===== config.mk =====
export PLATFORM = sky130hd
export DESIGN_NAME = pc_sequencer_flat
export DESIGN_NICKNAME = d
export VERILOG_FILES = /design/src/rtl/pc_seq_pkg.sv /design/src/rtl/pc_sequencer_if.sv /design/src/rtl/pc_next_calc.sv /design/src/rtl/pc_sequencer.sv /design/src/flat_wrapper.sv
export SDC_FILE = /design/constraint.sdc
export NUM_CORES = 1
export LEC_CHECK = 0
export BUFFER_PORTS_ARGS = -buffer_cell sky130_fd_sc_hd__buf_2
export CAP_MARGIN = 20
export CORE_AREA = 3 3 119 75
export DETAILED_ROUTE_END_ITERATION = 10
export DIE_AREA = 0 0 122 78
export PLACE_DENSITY = 0.54
export SLEW_MARGIN = 20
export SYNTH_ARGS = -nofsm -noshare
export SYNTH_HDL_FRONTEND = slang
export SYNTH_HIERARCHICAL = 1
export SYNTH_SLANG_ARGS = --single-unit

===== constraint.sdc =====
create_clock -name clk -period 2.49 [get_ports clk]
set_input_delay 0.1245 -clock clk [delete_from_list [all_inputs] [get_ports clk]]
set_output_delay 0.1245 -clock clk [all_outputs]
set_load 0.1 [all_outputs]

===== src/rtl/pc_seq_pkg.sv =====
// Shared encodings and default sizing for the program-counter sequencer.
package pc_seq_pkg;

    localparam int          ADDR_W_DEF       = 12;
    localparam logic [11:0] RESET_VEC_DEF    = 12'h800;
    localparam logic [11:0] INT_VEC_BASE_DEF = 12'h804;

    typedef enum logic [1:0] {
        ST_IDLE   = 2'd0,
        ST_FETCH  = 2'd1,
        ST_EXEC   = 2'd2,
        ST_INTSVC = 2'd3
    } seq_state_e;

    typedef enum logic [1:0] {
        OP_NEXT  = 2'd0,
        OP_SKIP1 = 2'd1,
        OP_SKIP2 = 2'd2,
        OP_JUMP  = 2'd3
    } pc_op_e;

endpackage


===== src/rtl/pc_sequencer_if.sv =====
// Fetch / execute / interrupt bundle between the sequencer (master) and its surroundings (slave).
interface pc_seq_if #(parameter int ADDR_W = pc_seq_pkg::ADDR_W_DEF);
    logic              fetch_req;
    logic [ADDR_W-1:0] fetch_addr;
    logic              fetch_ack;
    logic              instr_valid;
    logic              exec_done;
    logic [1:0]        pc_op;
    logic [ADDR_W-1:0] jump_addr;
    logic              resume;
    logic              int_req;
    logic [2:0]        int_id;
    logic              int_ack;
    logic              int_active;
    logic [ADDR_W-1:0] ret_addr;
    logic [ADDR_W-1:0] pc;
    logic [1:0]        state;

    modport master (
        output fetch_req, fetch_addr, instr_valid, int_ack, int_active, ret_addr, pc, state,
        input  fetch_ack, exec_done, pc_op, jump_addr, resume, int_req, int_id
    );

    modport slave (
        input  fetch_req, fetch_addr, instr_valid, int_ack, int_active, ret_addr, pc, state,
        output fetch_ack, exec_done, pc_op, jump_addr, resume, int_req, int_id
    );
endinterface


===== src/rtl/pc_next_calc.sv =====
// Combinational next-PC select: increment/skip (modulo 2**ADDR_W), jump, or return from interrupt.
module pc_next_calc
    import pc_seq_pkg::*;
#(
    parameter int ADDR_W = ADDR_W_DEF
) (
    input  logic [ADDR_W-1:0] pc,
    input  pc_op_e            op,
    input  logic [ADDR_W-1:0] jump_addr,
    input  logic              resume,
    input  logic [ADDR_W-1:0] ret_addr,
    output logic [ADDR_W-1:0] next_pc
);

    always_comb begin
        next_pc = pc + ADDR_W'(1);
        if (resume) begin
            next_pc = ret_addr;
        end else begin
            case (op)
                OP_NEXT:  next_pc = pc + ADDR_W'(1);
                OP_SKIP1: next_pc = pc + ADDR_W'(2);
                OP_SKIP2: next_pc = pc + ADDR_W'(3);
                OP_JUMP:  next_pc = jump_addr;
                default:  next_pc = pc + ADDR_W'(1);
            endcase
        end
    end

endmodule


===== src/rtl/pc_sequencer.sv =====
// Program-counter sequencer: fetch handshake, next-PC update at instruction boundaries, and
// interrupt vectoring with return-address save when PC_SEQ_INTR_EN is defined.
//
// state     | meaning
// ----------+-----------------------------------------------------------
// ST_IDLE   | halted, waiting for run
// ST_FETCH  | fetch_req high at fetch_addr=pc until fetch_ack
// ST_EXEC   | instruction executing; pc advances on exec_done
// ST_INTSVC | one cycle: save return pc, load vector, raise int_active
module pc_sequencer
    import pc_seq_pkg::*;
#(
    parameter int                ADDR_W       = ADDR_W_DEF,
    parameter logic [ADDR_W-1:0] RESET_VEC    = ADDR_W'(RESET_VEC_DEF),
    parameter logic [ADDR_W-1:0] INT_VEC_BASE = ADDR_W'(INT_VEC_BASE_DEF)
) (
    input  logic      clk,
    input  logic      rst_n,
    input  logic      run,
    pc_seq_if.master  bus
);

    seq_state_e        state_q, state_d;
    logic [ADDR_W-1:0] pc_q, pc_d;
    logic [ADDR_W-1:0] ret_q, ret_d;
    logic              int_act_q, int_act_d;
    logic              ivalid_q, ivalid_d;
    logic [ADDR_W-1:0] next_pc;
    logic [ADDR_W-1:0] vec_addr;
    logic              take_int;
    logic              resume_eff;

`ifdef PC_SEQ_INTR_EN
    assign resume_eff = bus.resume;
    // Nesting check uses the pre-resume int_active so a lingering request cannot re-enter at return.
    assign take_int   = bus.int_req & ~int_act_q;
    assign vec_addr   = INT_VEC_BASE + ADDR_W'({bus.int_id, 2'b00});
`else
    logic unused_intr;
    assign unused_intr = ^{bus.int_req, bus.int_id, bus.resume};
    assign resume_eff  = 1'b0;
    assign take_int    = 1'b0;
    assign vec_addr    = INT_VEC_BASE;
`endif

    pc_next_calc #(.ADDR_W(ADDR_W)) u_next (
        .pc        (pc_q),
        .op        (pc_op_e'(bus.pc_op)),
        .jump_addr (bus.jump_addr),
        .resume    (resume_eff),
        .ret_addr  (ret_q),
        .next_pc   (next_pc)
    );

    always_ff @(posedge clk or negedge rst_n) begin
        if (!rst_n) begin
            state_q   <= ST_IDLE;
            pc_q      <= RESET_VEC;
            ret_q     <= '0;
            int_act_q <= 1'b0;
            ivalid_q  <= 1'b0;
        end else begin
            state_q   <= state_d;
            pc_q      <= pc_d;
            ret_q     <= ret_d;
            int_act_q <= int_act_d;
            ivalid_q  <= ivalid_d;
        end
    end

    always_comb begin
        state_d   = state_q;
        pc_d      = pc_q;
        ret_d     = ret_q;
        int_act_d = int_act_q;
        ivalid_d  = 1'b0;
        case (state_q)
            ST_IDLE: begin
                if (run) state_d = ST_FETCH;
            end
            ST_FETCH: begin
                if (bus.fetch_ack) begin
                    state_d  = ST_EXEC;
                    ivalid_d = 1'b1;
                end
            end
            ST_EXEC: begin
                if (bus.exec_done) begin
                    pc_d = next_pc;
                    if (resume_eff) int_act_d = 1'b0;
                    if (take_int)   state_d = ST_INTSVC;
                    else if (run)   state_d = ST_FETCH;
                    else            state_d = ST_IDLE;
                end
            end
            ST_INTSVC: begin
                ret_d     = pc_q;
                pc_d      = vec_addr;
                int_act_d = 1'b1;
                state_d   = ST_FETCH;
            end
            default: state_d = ST_IDLE;
        endcase
    end

    assign bus.fetch_req   = (state_q == ST_FETCH);
    assign bus.fetch_addr  = pc_q;
    assign bus.instr_valid = ivalid_q;
    assign bus.int_ack     = (state_q == ST_INTSVC);
    assign bus.int_active  = int_act_q;
    assign bus.ret_addr    = ret_q;
    assign bus.pc          = pc_q;
    assign bus.state       = state_q;

endmodule


===== src/flat_wrapper.sv =====
// flat-port wrapper written by rule: the top's interface ports become plain ports
module pc_sequencer_flat import pc_seq_pkg::*;
#(
    parameter int                ADDR_W       = ADDR_W_DEF,
    parameter logic [ADDR_W-1:0] RESET_VEC    = ADDR_W'(RESET_VEC_DEF),
    parameter logic [ADDR_W-1:0] INT_VEC_BASE = ADDR_W'(INT_VEC_BASE_DEF)
)
  (clk, rst_n, run, bus_fetch_req, bus_fetch_addr, bus_instr_valid, bus_int_ack, bus_int_active, bus_ret_addr, bus_pc, bus_state, bus_fetch_ack, bus_exec_done, bus_pc_op, bus_jump_addr, bus_resume, bus_int_req, bus_int_id);
  pc_seq_if #(.ADDR_W(ADDR_W)) bus_i ();
  input  logic clk;
  input  logic rst_n;
  input  logic run;
  output wire logic [$bits(bus_i.fetch_req)-1:0] bus_fetch_req;
  output wire logic [$bits(bus_i.fetch_addr)-1:0] bus_fetch_addr;
  output wire logic [$bits(bus_i.instr_valid)-1:0] bus_instr_valid;
  output wire logic [$bits(bus_i.int_ack)-1:0] bus_int_ack;
  output wire logic [$bits(bus_i.int_active)-1:0] bus_int_active;
  output wire logic [$bits(bus_i.ret_addr)-1:0] bus_ret_addr;
  output wire logic [$bits(bus_i.pc)-1:0] bus_pc;
  output wire logic [$bits(bus_i.state)-1:0] bus_state;
  input wire logic [$bits(bus_i.fetch_ack)-1:0] bus_fetch_ack;
  input wire logic [$bits(bus_i.exec_done)-1:0] bus_exec_done;
  input wire logic [$bits(bus_i.pc_op)-1:0] bus_pc_op;
  input wire logic [$bits(bus_i.jump_addr)-1:0] bus_jump_addr;
  input wire logic [$bits(bus_i.resume)-1:0] bus_resume;
  input wire logic [$bits(bus_i.int_req)-1:0] bus_int_req;
  input wire logic [$bits(bus_i.int_id)-1:0] bus_int_id;
  assign bus_fetch_req = bus_i.fetch_req;
  assign bus_fetch_addr = bus_i.fetch_addr;
  assign bus_instr_valid = bus_i.instr_valid;
  assign bus_int_ack = bus_i.int_ack;
  assign bus_int_active = bus_i.int_active;
  assign bus_ret_addr = bus_i.ret_addr;
  assign bus_pc = bus_i.pc;
  assign bus_state = bus_i.state;
  assign bus_i.fetch_ack = bus_fetch_ack;
  assign bus_i.exec_done = bus_exec_done;
  assign bus_i.pc_op = bus_pc_op;
  assign bus_i.jump_addr = bus_jump_addr;
  assign bus_i.resume = bus_resume;
  assign bus_i.int_req = bus_int_req;
  assign bus_i.int_id = bus_int_id;
  pc_sequencer #(.ADDR_W(ADDR_W), .RESET_VEC(RESET_VEC), .INT_VEC_BASE(INT_VEC_BASE)) u_core (.clk(clk), .rst_n(rst_n), .run(run), .bus(bus_i));
endmodule

==> impl_results.md, run 1 <==
* TNS Setup at 0 ns
* Slew margin rel. at 0.499
* Routed vias at 1817
* CTS resizes at 0
* Slew Limit Fails at 0
* CP top delay family: compound AO/OA/AOI/OAI gates
* Hold endpoint: u_core/bus.state[0]
* Worst Hold Class: primary input to flip-flop
* Max cap viols at 0
* Crit-path cells: inv_1 -> fa_1 -> nand3b_1 -> a22oi_1 -> a21boi_0 -> o32a_2 -> nand2_1 -> o21ai_0
* Worst Path Class, Setup: flip-flop to flip-flop
* Unique cell type count in the Yosys netlist at 53
* Post-synth ARST share at 1.00
* Tcrit/Tclk final at 0.926
* Status: finished, final reports clean
* Avg WL per Cell at 15.6 um
* Vias/cell at 4.79
* GRT overflow at 0
* Top FF cell, synth: dfrtp_1
* Post-layout nets at 299
* Post-synth EDFFs at 0
* FF-to-FF setup slack at 0.18 ns
* Synth Net Count at 252
* Skew-Pair Late Insertion Delay at 0.27 ns
* RSZ-0062 raised after global routing: no
* Initial core utilization at 0.250
* GR Layer Usage met1 at 0.199
* Rows at 25
* Layout cells sized above 1 at 0.343
* Yosys top cell by area: dfrtp_1
* # clock sinks at 28
* Worst Setup End Kind: flip-flop
* Slowest stage delay, CP at 0.48 ns
* Busiest grt layer: met1
* Slew @ Worst Pin at 0.749 ns
* Syn avg cell area at 8.74 um2
* Worst path depth at 8
* Storage cell area at 704 um2
* # port buffers at 60
* IO Count at 66
* Final min period at 2.31 ns
* Gpl congestion at 0.824
* Worst r2r dst: u_core/bus.fetch_addr[10]
* Crit path max fanout at 6
* Die Y at 78 um
* Post-Synth Adder-Cell Area at 0.0229
* Skew final at 0.00205 ns
* Die area at 0.00952 mm2
* Arrival time worst endpoint at 2.45 ns
* Mux cell area share after synthesis at 0.101
* Vias in the first global route at 1703
* R2r startpoint: u_core/bus.fetch_addr[0]
* Area Overhead vs Synth at 22.0%
* Hold-critical path depth at 3
* Fill cells at 834
* Pin count of the biggest net entering global routing at 29
* H-tree levels at 1
* CTS tree: built
* Post-Synth XOR/XNOR Area at 0.0535
* Simple-gate share of the synthesized area at 0.181
* CTS clock-pin slew for the worst setup and hold paths at 0.07 ns
* Post-DP Area at 0.00230 mm2
* Crit path buf inv count at 1
* Worst-case clock buffer depth at 2
* Top post-synthesis cells by area: dfrtp_1 (34%), o21ai_0 (6.6%), mux2_4 (6.1%)
* Syn Std Cell Area at 0.00197 mm2
* Hold Startpoint: run
* Synth Area in Compound Gates at 0.191
* Post-synth top cells: dfrtp_1 (27), nand2_1 (27), o21ai_0 (26), nor2_1 (17), buf_4 (12)
* M3 GR Usage at 0.0364
* Top cell type's share of synthesized area at 0.344
* Dpl hpwl at 4280 um
* Worst Path Required at 2.64 ns
* Antenna Cells at 0
* CP startpoint kind: flip-flop
* Met2 usage at 0.176
* Gr usage total at 0.127
* Endpoints failing setup at 0
* Initial DRC count at 113
* Initial antenna violation count at 0
* Clock Tree Root: clkbuf_16
* CORE AREA at 0.00785 mm2
* 1st-pass router iterations at 4
* First-pass GRT wire length at 9430 um
* Maximum clock frequency at 434 MHz
* R2R depth at 8
* DRC at 0
* Die width at 122 um
* Hold Vio Cnt, Final at 0
* Seq/Total Area, Yosys at 0.357
* Slowest CP cell: fa_1
* Synth Warn # at 6
* Total CTS buffers at 3
* Final Cell Area at 0.00240 mm2
* Largest family of logic cells by synthesized area: compound AO/OA/AOI/OAI gates
* Routed wire length at 5900 um
* Multi-input combinational cell area at 0.00109 mm2
* Seq cells post-synth at 28
* Syn Inst Count at 225
* ANT nets after route at 0
==> layout by cell type (no fill, tap or decap), types with 5 or more instances in the layout <==
cell	count
buf_2	60
nand2_1	27
o21ai_0	26
dfrtp_1	25
nor2_1	17
mux2_4	8
a21oi_1	8
inv_1	7
xnor2_1	7
mux2_2	6
nand3_1	6
buf_4	5
xor2_1	5
==> cells by family after synthesis <==
logic type / count (synthesis)
AOI/OAI and AO/OA: 60
muxes: 15
DFF: 28
buffers and inverters: 32
adders and majority gates: 3
and+or+nand+nor: 74
other: 1
xor gates and xnor gates: 12
==> per-layer routing <==
metal / up-vias / wire [um]
li1: 872 / -
met3: 0 / 527
met4: 0 / 0
met5: - / 0
met2: 83 / 2390
met1: 862 / 2980
==> metrics by stage <==
| step | util | hold slack [ns] | cells | setup slack (ns) |
|---|---|---|---|---|
| final | 0.305 | 0.0845 | 379 | 0.185 |
| after floorplan | - | -0.171 | 225 | 0.0352 |
| after detailed placement | 0.293 | 0.213 | 374 | 0.235 |
| after global placement | 0.293 | 0.207 | 374 | 0.256 |
| after CTS | 0.305 | 0.0797 | 379 | 0.215 |
| after global routing | 0.305 | 0.108 | 379 | 0.0225 |
==> how the worst max path moves through the flow <==
| stage | start | end | slack [ns] |
|---|---|---|---|
| after floorplan | u_core/bus.fetch_addr[0] | u_core/bus.fetch_addr[10] | 0.04 |
| after global placement | u_core/bus.fetch_addr[0] | u_core/bus.fetch_addr[10] | 0.26 |
| after detailed placement | u_core/bus.fetch_addr[0] | u_core/bus.fetch_addr[10] | 0.23 |
| after global routing | u_core/bus.fetch_addr[1] | u_core/bus.fetch_addr[10] | 0.02 |
| final | u_core/bus.fetch_addr[0] | u_core/bus.fetch_addr[10] | 0.18 |
| after CTS | u_core/bus.fetch_addr[0] | u_core/bus.fetch_addr[10] | 0.21 |
==> sequential cells by signal, summed over array words and instances (netlist names) <==
signal / cells
u_core/bus.instr_valid: 1
u_core/bus.int_active: 1
u_core/bus.fetch_addr: 12
u_core/bus.ret_addr: 12
u_core/bus.state: 2
==> repair_timing <==
| item | 4_1_cts | 5_1_grt |
|---|---|---|
| buffers inserted | 0 | 0 |
| hold buffers | 1 | 0 |
| hold endpoints to repair | 27 | 0 |
==> layout make-up <==
class / count / area share
timing repair buffer: 66 / 0.145
clock buffer: 4 / 0.0371
inverter: 8 / 0.0125
tap: 108 / 0.0564
multi-input combinational: 165 / 0.455
sequential: 28 / 0.294
==> tightest hold or removal path: stages <==
cell	delay (ns)
buf_2	0.07
a21oi_1	0.05
nor2_1	0.07
Power of run 1 is left out: the tool's default activity adds up to more than one toggle a clock period on the data nets, which glitch-free logic cannot reach.
==> run 2, diff against run 1 <==
--- a/config.mk
+++ b/config.mk
@@ -7,10 +7,10 @@
 export LEC_CHECK = 0
 export BUFFER_PORTS_ARGS = -buffer_cell sky130_fd_sc_hd__buf_2
 export CAP_MARGIN = 20
-export CORE_AREA = 3 3 119 75
+export CORE_AREA = 3 3 95 61
 export DETAILED_ROUTE_END_ITERATION = 10
-export DIE_AREA = 0 0 122 78
-export PLACE_DENSITY = 0.54
+export DIE_AREA = 0 0 98 64
+export PLACE_DENSITY = 0.73
 export SLEW_MARGIN = 20
 export SYNTH_ARGS = -nofsm -noshare
 export SYNTH_HDL_FRONTEND = slang
==> run 2 against run 1 <==
  * Non-clock buffer count shrank 1
  * Worst setup slack got worse by 0.0046 ns
  * Critical path depth unchanged
  * Global-route usage rose by 4.0 points
  * Worst hold slack better by 0.0022 ns
  * Clock skew grew 0.0016 ns
  * Count of clock-buffer cells in the layout decreased by 1
  * Largest cell class unchanged
  * Die area shrank 34%
  * Critical path type unchanged
  * Flip-flop and latch count is the same
  * Utilization increased by 16 points
  * Cell count shrank 11%
  * Sequential share of layout area up 0.98 points
==> impl_results.md, run 2 (synthesis gave the netlist of run 1 again) <==
* Hold Vio Cnt, Final at 0 (unchanged)
* Dpl hpwl at 3750 um (-12%)
* H-tree levels at 1 (unchanged)
* Slew Limit Fails at 0 (unchanged)
* CORE AREA at 0.00498 mm2 (-37%)
* IO Count at 66 (unchanged)
* # clock sinks at 28 (unchanged)
* # port buffers at 60 (unchanged)
* Vias in the first global route at 1632 (-4.2%)
* Skew-Pair Late Insertion Delay at 0.28 ns (about the same)
* Routed wire length at 5180 um (-12%)
* Crit path max fanout at 9 (+3)
* Skew final at 0.00361 ns (+0.00156 ns)
* Slowest stage delay, CP at 0.46 ns (-0.02 ns)
* Vias/cell at 5.28 (+10%)
* ANT nets after route at 0 (unchanged)
* Antenna Cells at 0 (unchanged)
* Rows at 20 (-20%)
* Avg WL per Cell at 15.4 um (-0.99%)
* Endpoints failing setup at 0 (unchanged)
* Worst Path Required at 2.63 ns (about the same)
* Worst-case clock buffer depth at 2 (unchanged)
* Die Y at 64 um (-18%)
* Gpl congestion at 0.922 (+12%)
* Post-layout nets at 298 (-0.33%)
* Status: finished, final reports clean
* Final min period at 2.31 ns (+0.00458 ns)
* Slew margin rel. at 0.490 (-0.00954)
* Area Overhead vs Synth at 18.0%
* WHS at 0.0867 ns (+0.00221 ns)
* GRT overflow at 0 (unchanged)
* Slew @ Worst Pin at 0.763 ns (+0.0143 ns)
* Commonest non-fill, non-tap cell in the layout: buf_2
* Die width at 98 um (-20%)
* Slowest CP cell: dfrtp_2
* Total CTS buffers at 3 (unchanged)
* 1st-pass router iterations at 4 (unchanged)
* Fill cells at 496 (-41%)
* Worst Hold Class: primary input to flip-flop
* Initial core utilization at 0.395 (+0.144)
* CTS tree: built
* Initial antenna violation count at 0 (unchanged)
* First-pass GRT wire length at 8560 um (-9.2%)
* Pin count of the biggest net entering global routing at 29 (unchanged)
* Crit-path cells: inv_1 -> fa_1 -> nand3b_1 -> a22oi_1 -> a21boi_0 -> o32a_2 -> nand2_1 -> o21ai_0
* Commonest non-fill, non-tap cells in the layout: buf_2 (60), nand2_1 (27), o21ai_0 (26)
* DRC at 0 (unchanged)
* Layout cells sized above 1 at 0.341 (-0.00243)
* Arrival time worst endpoint at 2.45 ns (about the same)
* CP top delay family: compound AO/OA/AOI/OAI gates
* Gr usage total at 0.167 (+0.0398)
* CTS clock-pin slew for the worst setup and hold paths at 0.10 ns (+0.03 ns)
* CP startpoint kind: flip-flop
* Crit path buf inv count at 1 (unchanged)
* Die area at 0.00627 mm2 (-34%)
* Routed vias at 1775 (-2.3%)
* Initial DRC count at 119 (+5.3%)
* Worst Path Class, Setup: flip-flop to flip-flop
* Worst Setup End Kind: flip-flop
* Max cap viols at 0 (unchanged)
* Maximum clock frequency at 433 MHz (-0.20%)
* Tcrit/Tclk final at 0.928 (+0.00184)
* RSZ-0062 raised after global routing: no
* TNS Setup at 0 ns (unchanged)
* Clock Tree Root: clkbuf_8
-- run 2: cell count changes in the layout (fill, tap and decap cells not counted), sizes merged --
cell	before	now
buf	65	64
bufinv	0	1
clkbuf	4	3
-- run 2: through the flow --
step,instances,area (um2),worst slack (ns),util
after global placement,331,2240,0.280,0.449
after detailed placement,331,2240,0.235,0.449
final,336,2320,0.180,0.466
after global routing,336,2320,0.0502,0.466
after floorplan,225,1980,0.0352,-
after CTS,336,2320,0.210,0.466
-- run 2: worst reg2reg max path: cells and delay by family, from the launching register on --
family,cells,cell delay (ns)
AND/OR/NAND/NOR,2,0.34
AO/OA/AOI/OAI,4,0.85
flip-flops,1,0.46
buffers and inverters,1,0.08
adder cells (fa/ha/maj),1,0.44
-- run 2: area by class of cell --
type,count,area (um2),share of cell area
well taps,66,82.6,0.0356
flip-flops and latches,28,704,0.304
inverters,8,30.0,0.0129
clock buffers,3,41.3,0.0178
repair buffers,65,340,0.147
clock inverters,1,30.0,0.0129
multi-input cells,165,1090,0.470
-- run 2: final timing paths --
kind	from	to	slack (ns)	cells after the start
min	bus_fetch_ack	u_core/bus.instr_valid	0.09	2
max in group asynchronous	rst_n	u_core/bus.fetch_addr[0]	1.65	2
max	u_core/bus.fetch_addr[1]	u_core/bus.fetch_addr[10]	0.18	8
min reg2reg	u_core/bus.int_active	u_core/bus.int_active	0.48	1
max reg2reg	u_core/bus.fetch_addr[1]	u_core/bus.fetch_addr[10]	0.18	8
min in group asynchronous	rst_n	u_core/bus.ret_addr[3]	0.40	2
-- run 2: what timing repair did --
action	4_1_cts	5_1_grt
hold endpoints to repair	27	0
gates resized for setup	0	0
setup endpoints to repair	0	0
hold buffers	1	0
setup buffers	0	0
-- run 2: per-layer routing --
layer / track usage / wire [um] / share of wire / vias up
met2: 0.228 / 1940 / 0.37 / 77
met1: 0.271 / 2740 / 0.53 / 821
met3: 0.0349 / 466 / 0.090 / 4
li1: - / - / - / 873
met4: 0.0190 / 29 / 0.0056 / 0
met5: 0 / 0 / 0 / -
Power of run 2 is left out for the same reason.
==> run 3, diff against run 2 <==
==> constraint.sdc (replaced) <==
create_clock -name clk -period 2.2 [get_ports clk]
set_input_delay 0.11 -clock clk [delete_from_list [all_inputs] [get_ports clk]]
set_output_delay 0.11 -clock clk [all_outputs]
set_load 0.1 [all_outputs]
==> run 3 against run 2 <==
  * Routed wire length increased by 6.1%
  * First-iteration DRC count grew 30%
  * Die area unchanged
  * Clock skew grew 0.0014 ns
  * Non-clock buffer count rose by 8
  * Flip-flop and latch count stayed put
  * Critical path depth increased by 1
  * Highest routed layer unchanged
==> impl_results.md, run 3 (synthesis gave the netlist of run 1 again) <==
* Status: finished, final reports clean
* Highest routed layer: met4
* Skew-Pair Late Insertion Delay at 0.28 ns (about the same)
* Avg WL per Cell at 16.0 um (+3.6%)
* Initial DRC count at 155 (+30%)
* Die Y at 64 um (unchanged)
* Maximum clock frequency at 459 MHz (+6.0%)
* CP startpoint kind: flip-flop
* Routed wire length at 5490 um (+6.1%)
* Total CTS buffers at 3 (unchanged)
* Initial antenna violation count at 0 (unchanged)
* Post-layout nets at 306 (+2.7%)
* Met2 wire len at 2270 um (+17%)
* First-pass GRT wire length at 9070 um (+5.9%)
* Clock Tree Root: clkbuf_8
* H-tree levels at 1 (unchanged)
* Vias in the first global route at 1741 (+6.7%)
* Metal-1 WL at 2640 um (-3.7%)
* # port buffers at 60 (unchanged)
* CTS tree: built
* Initial core utilization at 0.395 (unchanged)
* Fill cells at 477 (-3.8%)
* WHS at 0.0635 ns (-0.0232 ns)
* IO Count at 66 (unchanged)
* Skew final at 0.00504 ns (+0.00144 ns)
* Gpl congestion at 0.867 (-5.9%)
* CORE AREA at 0.00498 mm2 (unchanged)
* Die width at 98 um (unchanged)
* Worst Path Class, Setup: flip-flop to flip-flop
* Arrival time worst endpoint at 2.34 ns (-0.11 ns)
* Hold Startpoint: run
* Worst setup path startpoint: u_core/bus.fetch_addr[1]
* Core Util, Final at 0.492 (+0.0261)
* Endpoints failing setup at 0 (unchanged)
* Area Overhead vs Synth at 24.6%
* CTS clock-pin slew for the worst setup and hold paths at 0.10 ns (about the same)
* Routed vias at 1853 (+4.4%)
* Detail Route met3 WL at 567 um (+22%)
* GRT overflow at 0 (unchanged)
* Layout cells sized above 1 at 0.421 (+0.0801)
* 1st-pass router iterations at 4 (unchanged)
* Crit path max fanout at 5 (-4)
* Antenna Cells at 0 (unchanged)
* # clock sinks at 28 (unchanged)
* Slew Limit Fails at 0 (unchanged)
* Rows at 20 (unchanged)
* Tcrit/Tclk final at 0.990 (+0.0625)
* Worst Path Required at 2.36 ns (-0.27 ns)
* Die area at 0.00627 mm2 (unchanged)
* Commonest non-fill, non-tap cells in the layout: buf_2 (60), nand2_1 (27), o21ai_0 (23)
* Commonest non-fill, non-tap cell in the layout: buf_2
* Final min period at 2.18 ns (-0.132 ns)
* Dpl hpwl at 3940 um (+4.9%)
* Vias/cell at 5.39 (+2.0%)
* ANT nets after route at 0 (unchanged)
* Worst Setup End Kind: flip-flop
* Pin count of the biggest net entering global routing at 29 (unchanged)
* RSZ-0062 raised after global routing: yes
* DRC at 0 (unchanged)
* Worst-case clock buffer depth at 2 (unchanged)
* Hold Vio Cnt, Final at 0 (unchanged)
* TNS Setup at 0 ns (unchanged)
* Worst Hold Class: primary input to flip-flop
* Gr usage total at 0.178 (+0.0105)
* Slew @ Worst Pin at 0.723 ns (-0.0400 ns)
* Max cap viols at 0 (unchanged)
* R2r startpoint: u_core/bus.fetch_addr[1]
* Slew margin rel. at 0.516 (+0.0268)
-- run 3: cell types whose count changed in the layout (fill, tap and decap cells not counted), moves of 2 or more --
cell	before	now
nor2_1	17	15
dfrtp_2	2	9
o21ai_0	26	23
inv_1	7	5
dfrtp_1	25	16
dfrtp_4	0	2
o21ai_1	0	3
buf_4	4	10
-- run 3: cell type report --
class	count	area [um2]	share of cell area
multi-input cells	165	1130	0.460
flip-flops and latches	28	721	0.294
clock buffers	3	41.3	0.0169
inverters	8	32.5	0.0133
well taps	66	82.6	0.0337
repair buffers	73	417	0.170
clock inverters	1	30.0	0.0123
-- run 3: worst max-delay path, stage by stage (launching register included) --
cell and delay (ns):
dfrtp_4 0.53, buf_12 0.14, ha_4 0.24, a21o_1 0.13, nand3_2 0.10, or3_1 0.39, xnor2_1 0.14, o311a_1 0.28
nand2_1 0.06, o21ai_1 0.06
-- run 3: metal layers --
| layer | GRT usage | vias up |
|---|---|---|
| li1 | - | 887 |
| met2 | 0.264 | 93 |
| met3 | 0.0403 | 2 |
| met4 | 0.0104 | 0 |
| met5 | 0 | - |
| met1 | 0.272 | 871 |
-- run 3: what timing repair did --
action / CTS / global route
hold endpoints to repair: 27 / 0
pin swaps: 0 / 6
gates cloned: 0 / 0
endpoints found under the setup margin: 1 / 3
hold buffers: 1 / 0
gates resized for setup: 1 / 8
setup buffers: 2 / 5
-- run 3: final timing paths --
check	end	slack [ns]	depth (start not counted)
setup / recovery	u_core/bus.fetch_addr[7]	0.02	9
hold / removal	u_core/bus.state[0]	0.06	3
setup reg to reg	u_core/bus.fetch_addr[7]	0.02	9
hold reg to reg	u_core/bus.int_active	0.47	1
max in group asynchronous	u_core/bus.fetch_addr[1]	1.38	2
min in group asynchronous	u_core/bus.ret_addr[6]	0.36	2
-- run 3: per-stage QoR --
step           std cells  area [um2]  setup WS (ns)
2_1_floorplan        225        2010        0.00470
3_3_place_gp         332        2280         0.0956
3_5_place_dp         332        2280        0.00355
4_1_cts              339        2380        0.00159
5_1_grt              344        2450        -0.0764
6_report             344        2450         0.0217
Power of run 3 is left out for the same reason.
